===== src/rtl/sram_pkg.sv =====
// Shared defaults and word/address types for the sync_sram register-file memory.
package sram_pkg;

  localparam int unsigned ADDRESS_BITS = 5;
  localparam int unsigned DATA_WIDTH   = 8;
  localparam int unsigned NUM_REG      = 32;

  typedef logic [ADDRESS_BITS-1:0] addr_t;
  typedef logic [DATA_WIDTH-1:0]   data_t;

endpackage


===== src/rtl/sram_array.sv =====
// Storage for sync_sram: clocked write port, combinational address-indexed read
// that returns 0 for addresses at or beyond NUM_REG.
module sram_array #(
  parameter int unsigned ADDRESS_BITS = sram_pkg::ADDRESS_BITS,
  parameter int unsigned NUM_REG      = sram_pkg::NUM_REG,
  parameter int unsigned DATA_WIDTH   = sram_pkg::DATA_WIDTH
) (
  input  logic                    clk,
  input  logic                    rst_i,
  input  logic                    we_i,
  input  logic [ADDRESS_BITS-1:0] addr_i,
  input  logic [DATA_WIDTH-1:0]   wr_data_i,
  output logic [DATA_WIDTH-1:0]   rd_word_o
);

  logic [DATA_WIDTH-1:0] mem_q [NUM_REG];
  logic                  in_range;

  // Out-of-range addresses must never alias onto a real word.
  assign in_range = (32'(addr_i) < NUM_REG);

  // NOTE: the array is reset word-by-word because contents must be defined
  // after reset; this forbids mapping onto a RAM macro without reset support.
  always_ff @(posedge clk) begin
    if (rst_i) begin
      for (int unsigned i = 0; i < NUM_REG; i++) begin
        mem_q[i] <= '0;
      end
    end else if (we_i && in_range) begin
      // NOTE: non-blocking so every flop samples pre-edge values.
      mem_q[addr_i] <= wr_data_i;
    end
  end

  assign rd_word_o = in_range ? mem_q[addr_i] : '0;

endmodule


===== src/rtl/sync_sram.sv =====
// Single-port synchronous SRAM: control decode, read register, optional output
// gating. Define SRAM_TRISTATE_OUT_EN to float rd_data unless cs=1 and rd=0.
module sync_sram #(
  parameter int unsigned ADDRESS_BITS = sram_pkg::ADDRESS_BITS,
  parameter int unsigned NUM_REG      = sram_pkg::NUM_REG,
  parameter int unsigned DATA_WIDTH   = sram_pkg::DATA_WIDTH
) (
  input  logic                    clk,
  input  logic                    rst,
  input  logic                    cs,
  input  logic                    we,
  input  logic                    rd,
  input  logic [ADDRESS_BITS-1:0] addr,
  input  logic [DATA_WIDTH-1:0]   wr_data,
  output logic [DATA_WIDTH-1:0]   rd_data
);

  logic                  write_en;
  logic                  read_en;
  logic [DATA_WIDTH-1:0] array_word;
  logic [DATA_WIDTH-1:0] rd_data_d;
  logic [DATA_WIDTH-1:0] rd_data_q;

  // Write wins over the read strobe; a blocked read leaves rd_data untouched.
  assign write_en = cs & we;
  assign read_en  = cs & ~we & ~rd;

  sram_array #(
    .ADDRESS_BITS (ADDRESS_BITS),
    .NUM_REG      (NUM_REG),
    .DATA_WIDTH   (DATA_WIDTH)
  ) u_array (
    .clk       (clk),
    .rst_i     (rst),
    .we_i      (write_en),
    .addr_i    (addr),
    .wr_data_i (wr_data),
    .rd_word_o (array_word)
  );

  // NOTE: default assignment first so no path through this block infers a latch.
  always_comb begin
    rd_data_d = rd_data_q;
    if (read_en) begin
      rd_data_d = array_word;
    end
  end

  always_ff @(posedge clk) begin
    if (rst) begin
      rd_data_q <= '0;
    end else begin
      rd_data_q <= rd_data_d;
    end
  end

`ifdef SRAM_TRISTATE_OUT_EN
  assign rd_data = (cs && !rd) ? rd_data_q : 'z;
`else
  assign rd_data = rd_data_q;
`endif

endmodule


===== config.mk =====
export PLATFORM = sky130hd
export DESIGN_NAME = sync_sram
export DESIGN_NICKNAME = d
export VERILOG_FILES = /design/src/rtl/sram_pkg.sv /design/src/rtl/sram_array.sv /design/src/rtl/sync_sram.sv
export SDC_FILE = /design/constraint.sdc
export NUM_CORES = 1
export LEC_CHECK = 0
export CAP_MARGIN = 5
export CORE_MARGIN = 2
export CORE_UTILIZATION = 48
export DETAILED_ROUTE_END_ITERATION = 6
export PLACE_DENSITY = 0.64
export REMOVE_ABC_BUFFERS = 1
export SLEW_MARGIN = 0
export SYNTH_ARGS = -nofsm -noshare
export SYNTH_HDL_FRONTEND = slang
export SYNTH_SLANG_ARGS = --single-unit

===== constraint.sdc =====
create_clock -name clk -period 2.4 [get_ports clk]
set_input_delay 0.72 -clock clk [delete_from_list [all_inputs] [get_ports clk]]
set_output_delay 0.72 -clock clk [all_outputs]
set_load 0.005 [all_outputs]

==> results list <==
- Die width: 164 um
* Synth unique cells: 49
- The critical path goes through clkdlybuf4s50_1 > buf_12 > nand4bb_2 > o22ai_1 > or4_1 > a31oi_1 > a311oi_1.
- Starting density of the core: 0.489
* Count of state elements after synthesis: 264
- The number of buffers and inverters on the critical path is 2.
- In this run the tool buffered the top-level ports with 25 buffer cells.
- Count of final setup violators: 0
- The tightest min-delay check is of the reg -> reg type.
- The worst register-to-register path begins at u_array.mem_q[29][4].
* Root buffer cell: sky130_fd_sc_hd__clkbuf_16
* DR iter-0 viols: 702
* Worst Tran Pin Value: 0.435 ns
- The analysis attributes to cell leakage a power of 5.40 nW.
- Yosys printed 0 warnings.
- VDD sags by at most 0.559 mV.
- Among all flip-flop cells after synthesis, the most frequent one is sky130_fd_sc_hd__edfxtp_1.
- Number of placed cells counting well taps: 1,307
- Of all nets on the critical path, the largest fanout is 15.
- Worst slew margin: 0.707
- PD cells: 705 nW/um^2
- After synthesis, the mean cell area works out to 14.0 um^2.
- Hpwl dp: 21,000 um
- Critical hold path startpoint: rd_data[5]
* Total overflow reported by the global router: 0
- Clock slew at reported path FFs: 0.06 ns
- TritonCTS clock tree: yes
- Once layout is complete, the utilization of the core stands at 0.581.
* Type of element launching the critical path: input pin
* Status: finished clean
- Cell row count: 58
- Setup CP Type: in -> reg
* Share of power burned in registers: 0.518
- In this run the worst setup path begins at addr[4].
- P_sw: 2.28 mW
* Placeable core region: 25,300 um^2
- The clock drives 264 sinks.
- Between clock sinks in the finished design, the worst skew comes to 0.00777 ns.
* Worst Hold Path Cells: 2
- Clock Power Share: 0.399
- In this run the critical register-to-register path is captured at rd_data[4].
* DRC: 0
- Number of H-tree levels: 1
- The final layout contains routed wiring with a total length of 30,800 um.
- In the final layout, the share of cells above drive strength 1 is 0.230.
* Fmax: 436 MHz
- Share of the cycle needed by the critical path after routing: 0.956
- Of the total power, the share spent switching nets is 0.220.
- Internal power comes to 8.07 mW.
- Counting the buffers created by CTS gives 29.
* Die area: 27,000 um^2
- Final Max Tran Viols: 0
- For the worst setup path, the data required time is 2.81 ns.
- The critical path runs through a total of 7 cells.
- Count of max-cap constraint violations: 0
- For this run, the register share of the synthesized area comes to 0.635.
- The worst path in the final design needs a cycle of 2.29 ns, including I/O delays and setup.
- For the final routed database, the setup TNS stands at 0 ns.
* Delay-heaviest family, CP: simple AND/OR/NAND/NOR gates
- Final cell count without fillers: 1,361
- Category of the worst setup path capture point: flop
- During I/O placement, the number of pins put on the boundary was 26.
* Synthesis-to-layout area growth: 18.7%
* Final ANT Viol Nets: 0
- Drt wl/cell: 22.6 um
- Post-synth design cell area: 12,400 um^2
* Pin count of the biggest net entering global routing: 35
* Global-route wire length before repair: 46,200 um
* Via Count: 7,529
* Number of antenna violations at the first check in global routing: 2
* Unrepaired setup endpoints after global routing: false
- Across all register-to-register paths, the minimum setup slack is 0.60 ns.
* Asr flop ratio synth: 0
- Detail-routed via count per cell: 5.53
- Number of enable-type register cells in the synthesized netlist: 256
- The via count of the first global-routing pass came to 7,580.
- Register-to-Register Path Depth: 6
- For the worst setup path, the data arrival time is 2.70 ns.
- At the end of routability-driven placement, the weighted congestion stood at 0.877.
* Final #Nets: 1,026
* Max Buffers Root-to-Sink: 3
- The final hold violation count is 0.
* Overall Global Routing Usage: 0.236
- Height of the chip: 164 um
- Commonest non-fill, non-tap cells in the layout: sky130_fd_sc_hd__and2_1, sky130_fd_sc_hd__edfxtp_1, sky130_fd_sc_hd__buf_4
- For this run, the detailed router's first-pass iteration total came to 5.
- CP max stage cell: sky130_fd_sc_hd__or4_1
- For hold timing, the worst endpoint is rd_data[5].
- Insertion delay of the later-clocked pin in the worst-skew pair: 0.54 ns
* Number of cells produced by synthesis: 885
- The share of total power dissipated in combinational logic is 0.083.
- Number of buffers inserted by hold repair at cts: 0
- Slowest cell delay on critical path: 0.56 ns
-- routing by layer --
metal	GRT usage	routed length (um)	vias up
met2	0.387	14800	255
li1	-	-	3481
met1	0.330	13200	3746
met5	0	0	-
met3	0.0362	2110	47
met4	0.0625	685	0
-- worst min-delay path, cell delays in order, from the launching register on --
cell,delay [ns]
sky130_fd_sc_hd__dfxtp_1,0.33
sky130_fd_sc_hd__nor2_1,0.10
sky130_fd_sc_hd__a311oi_1,0.05
-- how the worst max path moves through the flow --
stage                             to  slack, ns
after floorplan           rd_data[1]       0.11
after global placement    rd_data[4]      -0.47
after detailed placement  rd_data[4]      -0.48
after CTS                 rd_data[4]       0.07
after global routing      rd_data[4]       0.07
final                     rd_data[3]       0.11
-- cells in the mapped netlist, types with 9 or more instances --
library cell	count	share of area
sky130_fd_sc_hd__and2_1	256	0.13
sky130_fd_sc_hd__edfxtp_1	256	0.62
sky130_fd_sc_hd__mux2i_1	67	0.054
sky130_fd_sc_hd__nor2_1	40	0.012
sky130_fd_sc_hd__clkbuf_1	31	0.0094
sky130_fd_sc_hd__or2_2	31	0.016
sky130_fd_sc_hd__mux4_2	29	0.053
sky130_fd_sc_hd__nand2_1	19	0.0058
sky130_fd_sc_hd__o22ai_1	18	0.0091
sky130_fd_sc_hd__o21ai_0	14	0.0057
sky130_fd_sc_hd__buf_4	11	0.0067
sky130_fd_sc_hd__buf_2	9	0.0036
-- cells by family after synthesis --
family	Yosys count	synth area share
muxes	97	0.108
DFF	264	0.635
buffers and inverters	60	0.0273
and+or+nand+nor	397	0.192
AOI/OAI and AO/OA	67	0.0378
-- metrics by stage --
step	power (mW)	setup slack [ns]	hold WS (ns)	area, um^2
2_1_floorplan	5.76	0.111	0.487	12000
3_3_place_gp	6.30	-0.471	0.522	13800
3_5_place_dp	6.31	-0.480	0.524	13800
4_1_cts	10.4	0.0734	0.532	14700
5_1_grt	10.6	0.0706	0.558	14700
6_report	10.4	0.106	0.526	14700
-- state kept, by name (all words and copies together), names as in the netlist --
name / cells
u_array.mem_q: 256
rd_data: 8
-- timing repair --
item                                    in CTS  in global routing
gates resized for setup                      0                  1
setup buffers                                0                  0
endpoints found under the setup margin       0                  3
-- layout make-up --
class	count	area, um^2
Fill cell	2011	10600
Sequential cell	264	7850
Multi-Input combinational cell	561	4180
Timing Repair Buffer	151	1350
Clock buffer	38	759
Tap cell	330	413
Clock inverter	14	114
Antenna cell	2	5.00
Inverter	1	3.75
-- power by group through the flow --
stage / Clock (mW) / Sequential [mW] / Combinational (mW)
floorplan: 0 / 5.42 / 0.342
global placement: 0 / 5.45 / 0.849
detailed placement: 0 / 5.46 / 0.854
CTS: 4.19 / 5.36 / 0.859
global route: 4.36 / 5.38 / 0.908
finish: 4.13 / 5.36 / 0.857
Power figures use the tool's default switching activity.
